File: src/rtl/fp_argmax_stream.sv
// Streaming float32 max/argmax unit: one score per beat, one result per frame.
// NaN scores are skipped for the max but raise a sticky flag for the frame.
module fp_argmax_stream #(
   parameter  int DATA_WIDTH = 32,
   parameter  int NUM_ITEMS  = 8,
   localparam int IDX_W      = $clog2(NUM_ITEMS)
) (
   input  logic                  clk,
   input  logic                  rst_n,
   input  logic                  in_valid,
   output logic                  in_ready,
   input  logic [DATA_WIDTH-1:0] in_data,
   output logic                  out_valid,
   input  logic                  out_ready,
   output logic [DATA_WIDTH-1:0] out_max,
   output logic [IDX_W-1:0]      out_index,
   output logic                  out_nan
);

   typedef enum logic [0:0] {
      ACCUM = 1'b0,
      HOLD  = 1'b1
   } state_t;

   localparam logic [DATA_WIDTH-1:0] CANON_NAN = 32'h7FC00000;
   localparam logic [IDX_W-1:0]      LAST_IDX  = IDX_W'(NUM_ITEMS - 1);

   state_t                state;
   logic [IDX_W-1:0]      count;
   logic [DATA_WIDTH-1:0] run_max;
   logic [IDX_W-1:0]      run_idx;
   logic                  run_nan;
   logic                  run_seen;

   logic                  beat;
   logic                  cand_nan;
   logic                  cand_take;
   logic [DATA_WIDTH-1:0] nxt_max;
   logic [IDX_W-1:0]      nxt_idx;
   logic                  nxt_nan;
   logic                  nxt_seen;

   // Strict IEEE ordering of two non-NaN floats; +0 and -0 compare equal so a
   // later zero of the other sign never displaces an earlier one.
   function automatic logic is_greater(input logic [DATA_WIDTH-1:0] a,
                                       input logic [DATA_WIDTH-1:0] b);
      logic a_zero;
      logic b_zero;
      logic res;
      a_zero = (a[DATA_WIDTH-2:0] == '0);
      b_zero = (b[DATA_WIDTH-2:0] == '0);
      if (a_zero && b_zero)
         res = 1'b0;
      else if (!a[DATA_WIDTH-1] && b[DATA_WIDTH-1])
         res = 1'b1;
      else if (a[DATA_WIDTH-1] && !b[DATA_WIDTH-1])
         res = 1'b0;
      else if (!a[DATA_WIDTH-1])
         res = (a[DATA_WIDTH-2:0] > b[DATA_WIDTH-2:0]);
      else
         res = (a[DATA_WIDTH-2:0] < b[DATA_WIDTH-2:0]);
      return res;
   endfunction

   // Fold the incoming beat into the running max/index/nan state.
   always_comb begin
      beat      = in_valid && in_ready;
      cand_nan  = (in_data[DATA_WIDTH-2:DATA_WIDTH-9] == 8'hFF) &&
                  (in_data[DATA_WIDTH-10:0] != '0);
      cand_take = !cand_nan && (!run_seen || is_greater(in_data, run_max));
      nxt_max   = cand_take ? in_data : run_max;
      nxt_idx   = cand_take ? count : run_idx;
      nxt_nan   = run_nan || cand_nan;
      nxt_seen  = run_seen || !cand_nan;
   end

   // Frame FSM: accumulate beats, then hold the registered result until taken.
   always_ff @(posedge clk) begin
      if (!rst_n) begin
         state     <= ACCUM;
         count     <= '0;
         run_max   <= '0;
         run_idx   <= '0;
         run_nan   <= 1'b0;
         run_seen  <= 1'b0;
         in_ready  <= 1'b1;
         out_valid <= 1'b0;
         out_max   <= '0;
         out_index <= '0;
         out_nan   <= 1'b0;
      end else begin
         case (state)
            ACCUM: begin
               if (beat) begin
                  run_max  <= nxt_max;
                  run_idx  <= nxt_idx;
                  run_nan  <= nxt_nan;
                  run_seen <= nxt_seen;
                  if (count == LAST_IDX) begin
                     count     <= '0;
                     state     <= HOLD;
                     in_ready  <= 1'b0;
                     out_valid <= 1'b1;
                     out_max   <= nxt_seen ? nxt_max : CANON_NAN;
                     out_index <= nxt_seen ? nxt_idx : '0;
                     out_nan   <= nxt_nan;
                  end else begin
                     count <= count + 1'b1;
                  end
               end
            end
            HOLD: begin
               if (out_ready) begin
                  state     <= ACCUM;
                  in_ready  <= 1'b1;
                  out_valid <= 1'b0;
                  run_max   <= '0;
                  run_idx   <= '0;
                  run_nan   <= 1'b0;
                  run_seen  <= 1'b0;
               end
            end
            default: state <= ACCUM;
         endcase
      end
   end

endmodule
File: config.mk
export PLATFORM = sky130hd
export DESIGN_NAME = fp_argmax_stream
export DESIGN_NICKNAME = d
export VERILOG_FILES = /design/src/rtl/fp_argmax_stream.sv
export SDC_FILE = /design/constraint.sdc
export NUM_CORES = 1
export LEC_CHECK = 0
export ABC_CLOCK_PERIOD_IN_PS = 3600
export BUFFER_PORTS_ARGS = -buffer_cell sky130_fd_sc_hd__buf_2
export CORE_MARGIN = 3
export CORE_UTILIZATION = 30
export CTS_CLUSTER_SIZE = 12
export DETAILED_ROUTE_END_ITERATION = 10
export SYNTH_ARGS = -nofsm -noshare
export SYNTH_HDL_FRONTEND = slang
export SYNTH_SLANG_ARGS = --single-unit
export TNS_END_PERCENT = 5
File: constraint.sdc
create_clock -name clk -period 3.6 [get_ports clk]
set_clock_uncertainty 0.05 [all_clocks]
set_input_delay 0.18 -clock clk [delete_from_list [all_inputs] [get_ports clk]]
set_output_delay 0.18 -clock clk [all_outputs]
set_load 0.01 [all_outputs]
==> summary.md, run 1 <==
| Metric | Value |
|---|---|
| Cell Chain, Critical Path | inv_1, ha_1, nand4_2, nor4_2, nand3_1, o211ai_1, and3_1, buf_4, o2111ai_1, a31oi_1 |
| Mean number of vias per cell | 5.91 |
| Share of post-route cells with drive strength above 1 | between 15 and 20% |
| Starting density of the core | 31.2% |
| Worst path arrival time | around 3.2 ns |
| Synthesized area | between 0.005 and 0.006 sq mm |
| Final Setup Violations | 0 |
| Initial antenna violation count | 0 |
| Die Outline Area | roughly 0.018 sq mm |
| Peak ir drop on the vdd network | between 0.2 and 0.25 mV |
| Buffers inserted by post-CTS timing repair | 0 |
| Layout Cells excl Fill | roughly 900 |
| Flops & latches, synth | slightly below 80 |
| Clock tree from TritonCTS | done |
| Startpoint of the worst hold path | rst_n |
| Worst path bufs/invs | 2 |
| Placed insts | 890 |
| Worst-margin pin slew | 1.19 ns |
| Number of buffers created by CTS | 9 |
| Outcome | finished, final reports clean |
| Routed length per instance | approximately 18 um |
| Crit-path leading delay family | simple AND/OR/NAND/NOR gates |
| Total nets after synthesis | 720 |
| Maximum buffer depth of the clock tree | 2 |
| Total number of clock tree sinks | 79 |
| Worst r2r src | run_max[28] |
| Level count of the clock H-tree | 3 |
| CP startpoint kind | flip-flop |
| CP Launch Point | run_max[28] |
| Final Power | approximately 2.2 mW |
| Vias in the first global route | approximately 5000 |
| Distinct cell type count of the synthesized netlist | 43 |
| Largest net degree at the start of global routing | 81 |
| Die outline height | 136 um |
| F_max | 335 MHz |
| Slew margin rel. | 20.9% |
| GPL Wtd Cong | about 0.81 |
| Pwr dens | between 300 and 400 mW/mm^2 |
| # rows | between 40 and 50 |
| Crit path time final | around 3 ns |
| Number of resized instances in the post-cts repair step | 0 |
| Gate count after technology mapping | roughly 650 |
| DR iter-0 viols | roughly 560 |
| Number of iterations in the first detailed-routing pass | 5 |
| I/O pin count | 74 |
| Antenna-violating nets left | 0 |
| Final critical-path share of the clock period | between 80 and 90% |
| Overall routing resource usage | around 18% |
| Storage element area | 0.00158 sq mm |
| Estimated wirelength of the detail-placed design | between 10000 and 15000 um |
| Final hold viol count | 0 |
| Final Util | a little over a third |
| Die Span X | between 100 and 150 um |
| Final-layout setup total negative slack | 0 ns |
| Area overhead of the layout relative to synthesis | 16.0% |
| RSZ-0062 raised after global routing | no |
| Largest fanout on the critical path | 18 |
| Kind of end point of the critical path | flip-flop |
| Total count of max-transition violations in the final report | 0 |
| Type of the worst min-delay path | input port to flip-flop |
| Proportion of register bits with asynchronous set or reset after synthesis | 0% |
| Count of max-cap constraint violations | 0 |
| Net count, final | about 750 |
| Reported leakage power | roughly 2.2 nW |
| Grt ovf | 0 |
| Max stage delay on crit path | between 0.4 and 0.5 ns |
| Wire length of the first global-routing pass | 27200 um |
| Hold-fix buffer count after cts | 0 |
| Area of combinational cells with multiple inputs | 0.00308 sq mm |
| Total via count after detailed routing | roughly 5300 |
| Crit-path slowest cell | sky130_fd_sc_hd__dfxtp_1 |
| Critical Path RT | 3.81 ns |
| Number of warnings issued by yosys | 0 |
| Total wire length after detailed routing | ~17000 um |
| Number of enable-type register cells in the synthesized netlist | 0 |
| Type of the setup path with the least slack | flip-flop to flip-flop |
| Fraction of the yosys area taken by sequential cells | between 30% and 40% |
| Residual DRC | 0 |
| Top FF cell, synth | sky130_fd_sc_hd__dfxtp_1 |
| Number of inserted filler cells in the final layout | 1723 |
| Root buffer selected by CTS | sky130_fd_sc_hd__clkbuf_16 |
| Number of inserted diodes | 0 |
| Port buffer count | 73 |
| Mean cell area of the mapped netlist | ~7.7 sq um |
| CTS clock-pin slew for the worst setup and hold paths | 0.06 ns |
| Core Footprint | about 0.016 sq mm |
| Clock insertion delay at the later pin of the skew report | around 0.35 ns |
-- worst register-to-register path: stages (launching register included) --
cell and delay, ns:
sky130_fd_sc_hd__dfxtp_1 0.46, sky130_fd_sc_hd__inv_1 0.08, sky130_fd_sc_hd__ha_1 0.30, sky130_fd_sc_hd__nand4_2 0.14, sky130_fd_sc_hd__nor4_2 0.41, sky130_fd_sc_hd__nand3_1 0.16
sky130_fd_sc_hd__o211ai_1 0.20, sky130_fd_sc_hd__and3_1 0.42, sky130_fd_sc_hd__buf_4 0.33, sky130_fd_sc_hd__o2111ai_1 0.16, sky130_fd_sc_hd__a31oi_1 0.19
-- sequential cells by signal, indices dropped and copies added, names as in the netlist --
signal,count
out_index,3
run_nan,1
in_ready,1
run_seen,1
run_idx,3
out_valid,1
out_max,32
count,3
state,1
out_nan,1
run_max,32
-- metal layers --
layer	track usage (%)	vias to the layer above	wire (um)
li1	-	2589	-
met1	26.0	2541	7660
met2	27.8	197	7670
met3	3.31	21	1110
met4	5.99	0	278
met5	0	-	0
-- area by class of cell --
cell class,instances,share of cell area (%)
multi-input cells,467,52.6
flip-flops and latches,79,27.0
repair buffers,92,8.89
well taps,216,4.62
clock buffers,11,4.15
inverters,36,2.31
clock inverters,4,0.385
-- placed cells by master, fill, tap and decap left out, types with 2 or more instances in the layout --
cell / instances
sky130_fd_sc_hd__a211oi_4: 2
sky130_fd_sc_hd__a21o_1: 3
sky130_fd_sc_hd__a21oi_1: 20
sky130_fd_sc_hd__a31oi_1: 70
sky130_fd_sc_hd__and2_1: 2
sky130_fd_sc_hd__and3_1: 37
sky130_fd_sc_hd__buf_2: 73
sky130_fd_sc_hd__buf_4: 18
sky130_fd_sc_hd__clkbuf_16: 9
sky130_fd_sc_hd__clkinv_2: 3
sky130_fd_sc_hd__dfxtp_1: 79
sky130_fd_sc_hd__ha_1: 33
sky130_fd_sc_hd__inv_1: 35
sky130_fd_sc_hd__nand2_1: 65
sky130_fd_sc_hd__nand3_1: 14
sky130_fd_sc_hd__nand3b_1: 2
sky130_fd_sc_hd__nand4_1: 70
sky130_fd_sc_hd__nor2_1: 33
sky130_fd_sc_hd__nor2_2: 2
sky130_fd_sc_hd__nor3_1: 7
sky130_fd_sc_hd__nor4_1: 12
sky130_fd_sc_hd__o2111ai_1: 34
sky130_fd_sc_hd__o211ai_1: 27
sky130_fd_sc_hd__o21a_1: 3
sky130_fd_sc_hd__o21ai_0: 5
sky130_fd_sc_hd__o311a_1: 9
sky130_fd_sc_hd__or4_1: 2
-- worst paths after layout --
| path | slack (ns) | cells past startpoint | to |
|---|---|---|---|
| worst max-delay path | 0.61 | 10 | run_max[13] |
| worst min-delay path | 0.02 | 2 | in_ready |
| worst max register to register | 0.61 | 10 | run_max[13] |
| worst min register to register | 0.40 | 2 | out_valid |
-- synthesized netlist by cell type, types with 2 or more instances --
master / instances / area [sq um]
sky130_fd_sc_hd__a211oi_2: 2 / 25.0
sky130_fd_sc_hd__nand4_1: 70 / 438
sky130_fd_sc_hd__buf_6: 2 / 22.5
sky130_fd_sc_hd__inv_1: 35 / 131
sky130_fd_sc_hd__o211ai_1: 27 / 203
sky130_fd_sc_hd__buf_1: 2 / 7.51
sky130_fd_sc_hd__a21oi_1: 20 / 100
sky130_fd_sc_hd__nor3_1: 7 / 35.0
sky130_fd_sc_hd__o2111ai_1: 34 / 298
sky130_fd_sc_hd__nand3_1: 14 / 70.1
sky130_fd_sc_hd__ha_1: 33 / 413
sky130_fd_sc_hd__nand2_1: 65 / 244
sky130_fd_sc_hd__a31oi_1: 70 / 438
sky130_fd_sc_hd__a21o_1: 3 / 22.5
sky130_fd_sc_hd__o21ai_0: 5 / 25.0
sky130_fd_sc_hd__and2_1: 2 / 12.5
sky130_fd_sc_hd__dfxtp_1: 79 / 1580
sky130_fd_sc_hd__o311a_1: 9 / 90.1
sky130_fd_sc_hd__and3_1: 37 / 231
sky130_fd_sc_hd__clkbuf_1: 59 / 221
sky130_fd_sc_hd__nand3b_1: 2 / 15.0
sky130_fd_sc_hd__or4_1: 2 / 15.0
sky130_fd_sc_hd__o21a_1: 3 / 22.5
sky130_fd_sc_hd__buf_2: 6 / 30.0
sky130_fd_sc_hd__nor2_1: 34 / 128
sky130_fd_sc_hd__nor4_1: 12 / 75.1
-- power breakdown --
part           leakage (nW)  internal, mW  switching [mW]
registers             0.642         0.904          0.0459
clock network         0.131         0.479           0.370
logic                  1.39         0.131           0.264
total                  2.17          1.51           0.681
-- through the flow --
stage | hold WS, ns | setup WS (ns) | cell area [sq um]
floorplan | 0.206 | 1.02 | 5040
global route | 0.0168 | 0.272 | 5850
finish | 0.0210 | 0.611 | 5850
global placement | 0.366 | 0.651 | 5590
detailed placement | 0.370 | 0.625 | 5590
CTS | 0.0118 | 0.612 | 5850
-- cell families (layout without fill, tap and decap cells) --
kind of cell | count (synthesis) | count (layout) | share of synthesized area [%]
XOR/XNOR | 1 | 1 | 0.174
AO/OA/AOI/OAI | 182 | 182 | 25.9
buffers and inverters | 105 | 143 | 8.26
flip-flops | 79 | 79 | 31.3
AND/OR/NAND/NOR | 251 | 251 | 26.1
adder cells (fa/ha/maj) | 33 | 33 | 8.18
Power figures use the tool's default switching activity.
==> run 2: changes to the inputs <==
- ABC_CLOCK_PERIOD_IN_PS: 3600 -> 3100
- clock period: 3.6 -> 3.1 ns (I/O delays scaled with it)
==> summary.md, run 2 (synthesis gave the netlist of run 1 again) <==
| Metric | Value |
|---|---|
| Wire length of the first global-routing pass | 26700 um (-1.8%) |
| Number of buffers created by CTS | 9 (unchanged) |
| DR iter-0 viols | 523 (-5.9%) |
| Total number of clock tree sinks | 79 (unchanged) |
| Core Footprint | 0.0162 sq mm (unchanged) |
| Worst r2r src | run_max[12] |
| Reported leakage power | 2.24 nW (+3.5%) |
| # rows | 46 (unchanged) |
| CP startpoint kind | flip-flop |
| Estimated wirelength of the detail-placed design | 10800 um (-0.50%) |
| Grt ovf | 0 (unchanged) |
| Top library cells by usage in the layout, fill and taps aside | sky130_fd_sc_hd__dfxtp_1 (79), sky130_fd_sc_hd__buf_2 (73), sky130_fd_sc_hd__nand4_1 (70), sky130_fd_sc_hd__a31oi_1 (70), sky130_fd_sc_hd__nand2_1 (65) |
| Overall routing resource usage | 18.1% (-0.11 points) |
| Final Setup Violations | 0 (unchanged) |
| Final Power | 2.64 mW (+20%) |
| Total via count after detailed routing | 5366 (+0.34%) |
| Port buffer count | 73 (unchanged) |
| CTS clock-pin slew for the worst setup and hold paths | 0.06 ns (about the same) |
| Sw Share | 30.8% (-0.23 points) |
| Maximum buffer depth of the clock tree | 2 (unchanged) |
| F_max | 347 MHz (+3.7%) |
| Register-to-register path setup slack | 0.22 ns (-0.39 ns) |
| Critical Path RT | 3.32 ns (-0.49 ns) |
| Post-route design area | 0.00597 sq mm (+2.1%) |
| Clk pwr share | 40.7% (+2.0 points) |
| Count of max-cap constraint violations | 0 (unchanged) |
| Worst path arrival time | 3.11 ns (-0.09 ns) |
| RSZ-0062 raised after global routing | no |
| Net count, final | 763 (+1.2%) |
| Kind of end point of the critical path | flip-flop |
| Final critical-path share of the clock period | 93.0% (+10 points) |
| Slew margin rel. | 26.7% (+5.8 points) |
| Net load switching power | 0.814 mW (+20%) |
| Level count of the clock H-tree | 3 (unchanged) |
| Worst reg2reg endpoint | run_max[8] |
| Cell Chain, Critical Path | inv_1, ha_1, nand4_1, nor3_1, o31a_1, o211ai_1, a41oi_4, buf_6, nand4_1, a31oi_1 |
| Share of post-route cells with drive strength above 1 | 17.7% (+1.0 points) |
| Type of the setup path with the least slack | flip-flop to flip-flop |
| Die Outline Area | 0.0184 sq mm (unchanged) |
| Final Util | 36.9% (+0.74 points) |
| Total count of max-transition violations in the final report | 0 (unchanged) |
| Pwr dens | 443 mW/mm^2 (+18%) |
| Total wire length after detailed routing | 16600 um (-0.78%) |
| Logic gate share of total power | 17.8% (-0.2 points) |
| Regs by FF count | out_max x32, run_max x32 |
| Largest net degree at the start of global routing | 110 (+36%) |
| Crit-path leading delay family | compound AO/OA/AOI/OAI gates |
| Area overhead of the layout relative to synthesis | 18.4% |
| Worst-margin pin slew | 1.10 ns (-0.0851 ns) |
| Max stage delay on crit path | 0.41 ns (-0.05 ns) |
| Worst path bufs/invs | 2 (unchanged) |
| Worst path setup slack after routing | 0.218 ns (-0.393 ns) |
| Mean number of vias per cell | 5.86 (-0.76%) |
| Die Span X | 136 um (unchanged) |
| Starting density of the core | 31.2% (unchanged) |
| Clock insertion delay at the later pin of the skew report | 0.36 ns (about the same) |
| Share of power burned in registers | 41.5% (-1.8 points) |
| Crit path time final | 2.88 ns (-0.107 ns) |
| Number of inserted diodes | 0 (unchanged) |
| Leading cell type in the layout, fill and taps excluded | sky130_fd_sc_hd__dfxtp_1 |
| Number of cells traversed by the worst hold path | 2 (unchanged) |
| Root buffer selected by CTS | sky130_fd_sc_hd__clkbuf_16 |
| GPL Wtd Cong | 0.823 (+2.0%) |
| Routed length per instance | 18.1 um (-1.9%) |
| CP endpoint | run_max[8] |
| Die outline height | 136 um (unchanged) |
| Crit-path slowest cell | sky130_fd_sc_hd__dfxtp_1 |
| Largest fanout on the critical path | 36 (+18) |
| Type of the worst min-delay path | input port to flip-flop |
| Initial antenna violation count | 0 (unchanged) |
| Residual DRC | 0 (unchanged) |
| Vias in the first global route | 4950 (-1.4%) |
| Final hold viol count | 0 (unchanged) |
| Cell type with the highest occurrence count on the critical path | sky130_fd_sc_hd__nand4_1 |
| Number of iterations in the first detailed-routing pass | 5 (unchanged) |
| Post-place instance area | 0.00566 sq mm (+1.3%) |
| Antenna-violating nets left | 0 (unchanged) |
| CP Launch Point | run_max[12] |
| Levels on crit path | 10 (unchanged) |
| Depth of the most critical reg-to-reg path | 10 (unchanged) |
| I/O pin count | 74 (unchanged) |
| Clock tree from TritonCTS | done |
| Internal cell power | 1.83 mW (+21%) |
| Peak ir drop on the vdd network | 0.283 mV (+24%) |
| Final-layout setup total negative slack | 0 ns (unchanged) |
| Outcome | finished, final reports clean |
| Setup Slack @ Placement | 0.190 ns (-0.435 ns) |
[run 2: cell types whose count changed in the layout (fill, tap and decap cells not counted)]
| cell | before | now |
|---|---|---|
| sky130_fd_sc_hd__nor4_4 | 0 | 1 |
| sky130_fd_sc_hd__bufinv_16 | 0 | 1 |
| sky130_fd_sc_hd__buf_12 | 1 | 2 |
| sky130_fd_sc_hd__dlygate4sd3_1 | 0 | 1 |
| sky130_fd_sc_hd__clkbuf_8 | 1 | 0 |
| sky130_fd_sc_hd__buf_4 | 18 | 24 |
| sky130_fd_sc_hd__buf_6 | 0 | 1 |
| sky130_fd_sc_hd__clkinv_4 | 0 | 1 |
| sky130_fd_sc_hd__nor4_2 | 1 | 0 |
[run 2: cell type report]
class,instances,area [sq um]
Clock buffer,10,229
Timing Repair Buffer,101,607
Inverter,36,135
Tap cell,216,270
Sequential cell,79,1580
Multi-Input combinational cell,467,3090
Fill cell,1701,10200
Clock inverter,6,61.3
[run 2: power by group through the flow]
stage	clock network, mW	logic, mW	registers [mW]
after CTS	1.10	0.466	1.10
final	1.08	0.471	1.10
after global placement	0	0.461	1.12
after floorplan	0	0.304	1.11
after global routing	1.14	0.523	1.10
after detailed placement	0	0.465	1.12
[run 2: per-layer routing]
layer	vias to the layer above	part of all wire [%]	global-route usage [%]
li1	2608	-	-
met1	2550	47	25.2
met2	187	46	28.1
met3	21	5.9	4.05
met4	0	1.6	5.49
met5	-	0	0
[run 2: what timing repair did]
item / 4_1_cts / 5_1_grt
gates resized for setup: 0 / 2
hold endpoints to repair: 1 / 0
setup endpoints to repair: 0 / 14
buffers inserted: 0 / 0
hold buffers: 1 / 0
[run 2: how the worst min path moves through the flow]
stage                       endpoint  slack, ns       start
after detailed placement    in_ready       0.35       rst_n
after CTS                      state       0.05   out_ready
after floorplan             in_ready       0.18       rst_n
after global routing           state       0.07   out_ready
after global placement      in_ready       0.35       rst_n
final                     out_max[0]       0.06  in_data[0]
[run 2: worst reg2reg max path, delay by kind of cell (launching register included)]
kind / cells / cell delay (ns)
AOI/OAI and AO/OA: 4 / 0.93
and+or+nand+nor: 3 / 0.72
DFF: 1 / 0.41
buffers and inverters: 2 / 0.39
adders and majority gates: 1 / 0.32
[run 2: per-stage QoR]
stage,hold slack [ns],instances
finish,0.0558,915
global route,0.0700,915
CTS,0.0499,915
detailed placement,0.350,898
global placement,0.345,898
floorplan,0.181,651
